===== config.mk =====
export PLATFORM = sky130hd
export DESIGN_NAME = stopwatch_ctrl
export DESIGN_NICKNAME = d
export VERILOG_FILES = /design/src/rtl/stopwatch_pkg.sv /design/src/rtl/stopwatch_tick_gen.sv /design/src/rtl/stopwatch_ctrl.sv
export SDC_FILE = /design/constraint.sdc
export NUM_CORES = 1
export LEC_CHECK = 0
export BUFFER_PORTS_ARGS = -buffer_cell sky130_fd_sc_hd__buf_2
export CAP_MARGIN = 20
export CORE_UTILIZATION = 42
export CTS_BUF_LIST = sky130_fd_sc_hd__clkbuf_4 sky130_fd_sc_hd__clkbuf_8
export CTS_CLUSTER_SIZE = 12
export DETAILED_ROUTE_END_ITERATION = 6
export PLACE_DENSITY = 0.63
export SLEW_MARGIN = 40
export SYNTH_ARGS = -nofsm -noshare
export SYNTH_HDL_FRONTEND = slang
export SYNTH_SLANG_ARGS = --single-unit

===== constraint.sdc =====
create_clock -name clk -period 3.2 [get_ports clk]
set_input_delay 0.48 -clock clk [delete_from_list [all_inputs] [get_ports clk]]
set_output_delay 0.48 -clock clk [all_outputs]
set_load 0.02 [all_outputs]

===== src/rtl/stopwatch_pkg.sv =====
// Shared definitions for the stopwatch: control state encodings and count limits.
package stopwatch_pkg;

  typedef enum logic [1:0] {
    ST_IDLE    = 2'b00,
    ST_RUNNING = 2'b01,
    ST_PAUSED  = 2'b10
  } state_e;

  localparam logic [5:0] SEC_MAX = 6'd59;
  localparam int         MIN_MAX = 99;

endpackage


===== src/rtl/stopwatch_tick_gen.sv =====
// One-second timebase: counts clk cycles while running, holds while paused,
// and is forced back to zero by clr (idle or clear).
module tick_gen #(
  parameter int CLK_DIV = 50_000_000
) (
  input  logic clk,
  input  logic rst,
  input  logic run,
  input  logic clr,
  output logic tick
);

  localparam int            PW       = (CLK_DIV > 1) ? $clog2(CLK_DIV) : 1;
  localparam logic [PW-1:0] PCNT_MAX = PW'(CLK_DIV - 1);

  logic [PW-1:0] pcnt_q, pcnt_d;

  // Next prescaler value: clear wins, otherwise wrap at CLK_DIV-1 while running.
  always_comb begin
    pcnt_d = pcnt_q;
    if (clr) begin
      pcnt_d = '0;
    end else if (run) begin
      if (pcnt_q == PCNT_MAX) begin
        pcnt_d = '0;
      end else begin
        pcnt_d = pcnt_q + PW'(1);
      end
    end
  end

  // Prescaler register.
  always_ff @(posedge clk or posedge rst) begin
    if (rst) begin
      pcnt_q <= '0;
    end else begin
      pcnt_q <= pcnt_d;
    end
  end

  assign tick = run && (pcnt_q == PCNT_MAX);

endmodule


===== src/rtl/stopwatch_ctrl.sv =====
// Stopwatch control: button edge detection, run/pause/clear FSM and the
// 0-59 seconds counter feeding the minutes counter.
//
// state      | meaning
// -----------+---------------------------------------------
// ST_IDLE    | cleared, prescaler held at 0, not counting
// ST_RUNNING | counting; enable/running high
// ST_PAUSED  | counting frozen, prescaler fraction preserved
// 2'b11      | illegal, returns to ST_IDLE
module stopwatch_ctrl
  import stopwatch_pkg::*;
#(
  parameter int CLK_DIV = 50_000_000
) (
  input  logic       clk,
  input  logic       rst,
  input  logic       start_stop_btn,
  input  logic       clear_btn,
  output logic       enable,
  output logic       sw_clear,
  output logic       sec_rollover,
  output logic [5:0] seconds,
  output logic       running
);

  state_e     state_q, state_d;
  logic       ss_q, clr_q;
  logic       ss_edge, clr_edge;
  logic       sw_clear_q, sw_clear_d;
  logic       sec_rollover_q, sec_rollover_d;
  logic [5:0] seconds_q, seconds_d;
  logic       tick;
  logic       is_running;
  logic       pcnt_clr;

  // Buttons reset to 1 so a button held through reset is not seen as a press.
  assign ss_edge  = start_stop_btn & ~ss_q;
  assign clr_edge = clear_btn & ~clr_q;

  assign is_running = (state_q == ST_RUNNING);
  assign pcnt_clr   = clr_edge || (state_q == ST_IDLE);

  tick_gen #(
    .CLK_DIV (CLK_DIV)
  ) u_tick_gen (
    .clk  (clk),
    .rst  (rst),
    .run  (is_running),
    .clr  (pcnt_clr),
    .tick (tick)
  );

  // Previous button levels for rising-edge detection.
  always_ff @(posedge clk or posedge rst) begin
    if (rst) begin
      ss_q  <= 1'b1;
      clr_q <= 1'b1;
    end else begin
      ss_q  <= start_stop_btn;
      clr_q <= clear_btn;
    end
  end

  // Next state: clear overrides start/stop in the same cycle.
  always_comb begin
    state_d    = state_q;
    sw_clear_d = clr_edge;
    if (clr_edge) begin
      state_d = ST_IDLE;
    end else begin
      case (state_q)
        ST_IDLE:    if (ss_edge) state_d = ST_RUNNING;
        ST_RUNNING: if (ss_edge) state_d = ST_PAUSED;
        ST_PAUSED:  if (ss_edge) state_d = ST_RUNNING;
        default:    state_d = ST_IDLE;
      endcase
    end
  end

  // Seconds update; a tick in the cycle that leaves RUNNING still counts,
  // but a clear in that cycle suppresses both the increment and the rollover.
  always_comb begin
    seconds_d      = seconds_q;
    sec_rollover_d = 1'b0;
    if (clr_edge) begin
      seconds_d = '0;
    end else if (tick) begin
      if (seconds_q >= SEC_MAX) begin
        seconds_d      = '0;
        sec_rollover_d = 1'b1;
      end else begin
        seconds_d = seconds_q + 6'd1;
      end
    end
  end

  // State, seconds and pulse registers.
  always_ff @(posedge clk or posedge rst) begin
    if (rst) begin
      state_q        <= ST_IDLE;
      seconds_q      <= '0;
      sw_clear_q     <= 1'b0;
      sec_rollover_q <= 1'b0;
    end else begin
      state_q        <= state_d;
      seconds_q      <= seconds_d;
      sw_clear_q     <= sw_clear_d;
      sec_rollover_q <= sec_rollover_d;
    end
  end

  assign enable       = is_running;
  assign running      = is_running;
  assign sw_clear     = sw_clear_q;
  assign sec_rollover = sec_rollover_q;
  assign seconds      = seconds_q;

endmodule


==> results of run 1 <==
==> through the flow <==
step                instance area (um2)  power [mW]  instances  setup WS [ns]
detailed placement                 2246      0.6485        302         0.8321
global route                       2344       1.036        310         0.6371
global placement                   2246      0.6483        302         0.8525
finish                             2344      0.9879        310         0.8074
floorplan                          2107      0.6128        230          1.109
CTS                                2341       1.004        310         0.7946
==> per-layer routing <==
metal | track usage, % | up-vias | wire length [um]
met5 | 0 | - | 0
met4 | 7.843 | 0 | 84
met3 | 4.282 | 6 | 132
met2 | 28.56 | 24 | 1932
met1 | 25.66 | 819 | 2255
li1 | - | 886 | -
==> worst max path at each step <==
stage,slack [ns],cells past startpoint,endpoint
after detailed placement,0.83,5,seconds[2]$_DFFE_PP0P_
after global placement,0.85,5,seconds[2]$_DFFE_PP0P_
after CTS,0.79,5,seconds[2]$_DFFE_PP0P_
final,0.81,5,seconds[2]$_DFFE_PP0P_
after global routing,0.64,6,seconds[2]$_DFFE_PP0P_
after floorplan,1.11,6,seconds[1]$_DFFE_PP0P_
==> registers in the layout, summed over array words and instances, names as in the netlist <==
| signal | cells |
|---|---|
| u_tick_gen.pcnt_q | 26 |
| seconds | 6 |
| state_q | 2 |
| clr_q | 1 |
| sec_rollover | 1 |
| ss_q | 1 |
| sw_clear | 1 |
==> power by group through the flow <==
stage	logic (mW)	registers [mW]	clock network (mW)
after floorplan	0.0969	0.516	0
after global placement	0.130	0.518	0
after detailed placement	0.131	0.518	0
after CTS	0.131	0.509	0.364
after global routing	0.146	0.511	0.379
final	0.131	0.509	0.347
==> worst reg2reg max path, cell delays in order, from the launching register on <==
cell and delay (ns):
dfrtp_1 0.43, or4b_4 0.57, nor4_4 0.37, nand3_2 0.27, or4b_1 0.53, a21oi_1 0.15
==> layout make-up <==
type,instances,area share [%]
Multi-Input combinational cell,174,46.13
Sequential cell,38,40.68
Timing Repair Buffer,17,4.592
Clock buffer,7,3.844
Tap cell,67,3.577
Inverter,6,0.9610
Clock inverter,1,0.2136
==> cell usage in the layout, fill, tap and decap left out, types with 3 or more instances in the layout <==
cell type  instances
dfrtp_1           36
nand2_1           24
a21oi_1           21
a31oi_1           16
nand3_1           14
buf_2             13
nor2_1            12
nand4_1           10
o21ai_0            9
nor3_1             7
nand2b_1           6
inv_1              6
clkbuf_8           6
nor4_1             5
mux2i_1            5
or3_1              5
a22oi_1            3
a41oi_1            3
ha_1               3
buf_4              3
==> cells by family after synthesis <==
kind of cell | share of synthesized area, %
simple gates | 27.79
compound gates | 17.82
flops | 45.25
buf+inv | 3.919
mux | 3.444
fa+ha+maj | 1.782
==> metrics.txt, run 1 <==
status=completed; cts repair resizes=0; Mapped Nets=237; slowest stage cell, crit path=or4b_4; Reg2Reg Setup Slack=around 0.81 ns; biggest cell delay along the critical path=approximately 0.57 ns; CTS tree=yes; internal power=approximately 0.72 mW; I/O Buffers=13; top cells by area, synth=dfrtp_1 (43%), a21oi_1 (5.0%), a31oi_1 (4.8%), nand2_1 (4.3%), nand3_1 (3.3%); number of vias per cell=5.597; final hold vios=0; DR WL/cell=between 10 and 15 um; CP startpoint kind=register; Final #Nets=about 250; Synth area leader=dfrtp_1; CTS Hold Bufs=0; Starting Density=between 40% and 50%; Row Count=25; first drt pass iteration count=4; RSZ-0062 raised after global routing=no; Syn Std Cell Area=around 0.0021 mm2; final hold slack=0.2917 ns; Filler cells=between 400 and 500; EDFF count, synth=0; WS Path Type=reg -> reg; CP Max Fanout=13; ant diodes=0; IO Pins=14; Antenna Nets Post-Route=0; ys async rst share=100.0%; DRC=0; share of cells above drive strength 1=between 10% and 20%; Clock Sinks=38; initial antenna violation count=0; CTS Buffer Depth=2; DP Wirelength=~3.0 mm; gr ovfl total=0; count leader, synth=dfrtp_1; fmax=around 420 MHz; cts bufs inserted=5; P_sw=around 0.27 mW; switching part of the total power=approximately 27%; Routed Wire Length=about 4.4 mm; min cycle time layout=~2.4 ns; Final period util=around 75%; die width=roughly 73 um; core box area=approximately 0.0048 mm2; WP data required=3.42 ns; setup TNS=0 ns; Area growth syn-to-layout=11.22%; Synth Flop Type=dfrtp_1; area of the multi-input gates=about 0.0011 mm2; gpl congestion=0.8041; VDD IR max=approximately 0.00026 V; Comb power frac=about an eighth; Final Skew=~0.0070 ns; crit path launch=u_tick_gen.pcnt_q[18]$_DFFE_PP0P_; post-synthesis cell count=230; CP cell instances=or4b_4 -> nor4_4 -> nand3_2 -> or4b_1 -> a21oi_1; Clock Tree Root=clkbuf_8; RR Startpoint=u_tick_gen.pcnt_q[18]$_DFFE_PP0P_; max-slew violation count=0; reg-to-reg endpoint=seconds[2]$_DFFE_PP0P_; Seq pwr share=approximately 52%; yosys warns=0; Clk network pwr share=35.2%; H-tree levels=2; Core Util, Final=between 40% and 50%; Post-CTS Setup Bufs=0; FF+latch count, synth=38; Worst Reg-to-Reg Cells=5; Setup crit end kind=register; Vias=about 1700; PwrDens=around 420 mW/mm2; Yosys cell types=45; final setup fails=0; first-pass GRT wire length=approximately 7.4 mm; top cells by count, synth=dfrtp_1 (36), nand2_1 (24), a21oi_1 (21); all-layer global routing usage=a little under a fifth; 1st-iter DRT viols=approximately 110; Worst Path Buf+Inv=0; relative slew slack=between 40% and 50%; die height=72.83 um; largest net degree at the start of global routing=39; syn_area_per_cell=about 9.2 um2; Hold WC Path Type=in -> async; Tightest Pin Transition=around 0.82 ns; Reg area=roughly 950 um2; sequential element share of the synthesized area=a little under half; vias in the first global route=between 1500 and 2000; leakage=between 0.9 and 1 nW; Crit path max-delay family=simple AND/OR/NAND/NOR gates; clock insertion delay at the later pin of the skew report=roughly 0.29 ns; CP arrival=2.61 ns; die footprint=approximately 0.0053 mm2; Synth top area share=about 43%; Worst-path clk slew=about 0.080 ns; number of max-cap violations=0
Power figures use the tool's default switching activity.
==> run 2: changes to the inputs <==
PLACE_DENSITY = 0.65   (was 0.63)
clock period = 2.2 ns   (was 3.2 ns; I/O delays follow)
==> metrics.txt, run 2 (synthesized netlist as in run 1, its figures left out) <==
largest net degree at the start of global routing=39; area of the multi-input gates=about 0.0011 mm2; DP Wirelength=3.285 mm; gr ovfl total=0; commonest non-fill, non-tap cells in the layout=dfrtp_1 (36), nand2_1 (24), buf_4 (23); VDD IR max=about 0.00041 V; Antenna Nets Post-Route=0; DR WL/cell=14.62 um; min cycle time layout=approximately 2.1 ns; status=completed; WS Path Type=reg -> reg; die height=between 70 and 80 um; Clock Tree Root=clkbuf_8; fmax=~470 MHz; Clk network pwr share=40.2%; Tightest Pin Transition=between 0.6 and 0.7 ns; Filler cells=450; final setup fails=0; die footprint=0.005304 mm2; first-pass GRT wire length=slightly above 8 mm; WP data required=around 2.4 ns; Area growth syn-to-layout=21.44%; CP Max Fanout=5; Worst Setup Slack post-DPL=slightly below 0.06 ns; 1st-iter DRT viols=approximately 110; gpl congestion=approximately 0.77; biggest cell delay along the critical path=slightly below 0.7 ns; CP arrival=approximately 2.3 ns; Hold WC Path Type=in -> async; all-layer global routing usage=about a fifth; internal power=1.187 mW; Final #Nets=between 200 and 300; I/O Buffers=13; max-slew violation count=0; initial antenna violation count=0; Setup crit end kind=register; CTS Buffer Depth=2; max reg flops=26; ant diodes=0; Seq pwr share=about 46%; PwrDens=roughly 620 mW/mm2; number of vias per cell=around 5.5; share of cells above drive strength 1=between 20% and 30%; CP cell instances=ha_1 -> nand4_1 -> or4_1 -> nor3_1 -> nand2b_1 -> a31oi_1; largest register by flop count=u_tick_gen.pcnt_q; Reg area=953.4 um2; final hold vios=0; Final Skew=roughly 0.011 ns; core box area=roughly 0.0048 mm2; Routed Wire Length=4.839 mm; Final period util=97.13%; Final Worst Setup Slack=0.06308 ns; IO Pins=14; cts bufs inserted=5; first drt pass iteration count=4; clock insertion delay at the later pin of the skew report=about 0.30 ns; Worst-path clk slew=about 0.08 ns; vias in the first global route=between 1500 and 2000; switching part of the total power=25.69%; number of max-cap violations=0; slowest stage cell, crit path=or4_1; Vias=1830; Clock Sinks=38; CTS tree=yes; leakage=1.057 nW; H-tree levels=2; die width=72.83 um; Core Util, Final=roughly 53%; Starting Density=44.03%; Comb power frac=approximately 14%; P_sw=0.4101 mW; DRC=0; most common cell after layout, fill and taps aside=dfrtp_1; relative slew slack=between 50 and 60%; Row Count=25; CP startpoint kind=register
run 2: worst paths after layout:
kind / from / to / slack, ns / cells past startpoint
max in group asynchronous: rst / clr_q$_DFF_PP1_ / 1.69 / 3
setup / recovery: u_tick_gen.pcnt_q[0]$_DFFE_PP0P_ / u_tick_gen.pcnt_q[22]$_DFFE_PP0P_ / 0.06 / 6
min in group clk: start_stop_btn / ss_q$_DFF_PP1_ / 0.14 / 1
hold reg to reg: u_tick_gen.pcnt_q[24]$_DFFE_PP0P_ / u_tick_gen.pcnt_q[24]$_DFFE_PP0P_ / 0.48 / 1
setup reg to reg: u_tick_gen.pcnt_q[0]$_DFFE_PP0P_ / u_tick_gen.pcnt_q[22]$_DFFE_PP0P_ / 0.06 / 6
hold / removal: rst / u_tick_gen.pcnt_q[16]$_DFFE_PP0P_ / 0.14 / 3
run 2: power by group through the flow:
stage	Sequential [mW]	Combinational (mW)	Clock [mW]
finish	0.734	0.221	0.641
global route	0.737	0.249	0.683
CTS	0.734	0.219	0.648
detailed placement	0.748	0.218	0
global placement	0.748	0.214	0
floorplan	0.750	0.141	0
run 2: area by class of cell:
cell class	count	share of cell area [%]
repair buffers	38	10.51
well taps	67	3.276
inverters	6	0.8802
flip-flops and latches	38	37.26
clock buffers	7	3.521
multi-input cells	174	43.37
clock inverters	1	1.174
run 2: worst max-delay path, delay by kind of cell (launching register included):
family	cells	cell delay (ns)
compound gates	1	0.08
simple gates	4	1.42
flops	1	0.35
fa+ha+maj	1	0.15
run 2: per-stage QoR:
step / std cells / hold WS (ns) / power, mW / cell area [um2] / TNS [ns]
global placement: 322 / 0.4446 / 0.9620 / 2396 / 0
floorplan: 230 / 0.3345 / 0.8913 / 2107 / 0
finish: 331 / 0.1376 / 1.597 / 2559 / 0
detailed placement: 322 / 0.4472 / 0.9657 / 2399 / 0
CTS: 330 / 0.1312 / 1.601 / 2519 / 0
global route: 331 / 0.1202 / 1.669 / 2559 / -0.007411
run 2: metal layers:
| metal | part of all wire (%) | vias to the layer above | GRT usage (%) | wire (um) |
|---|---|---|---|---|
| met5 | 0 | - | 0 | 0 |
| met1 | 47 | 872 | 26.40 | 2297 |
| li1 | - | 922 | - | - |
| met3 | 2.6 | 7 | 4.144 | 125 |
| met4 | 1.3 | 0 | 7.843 | 63 |
| met2 | 49 | 29 | 33.23 | 2352 |
run 2: timing repair:
| action | in CTS | in global routing |
|---|---|---|
| hold buffers | 0 | 0 |
| resized for setup | 0 | 7 |
| endpoints found under the setup margin | 0 | 7 |
| setup buffers | 0 | 1 |
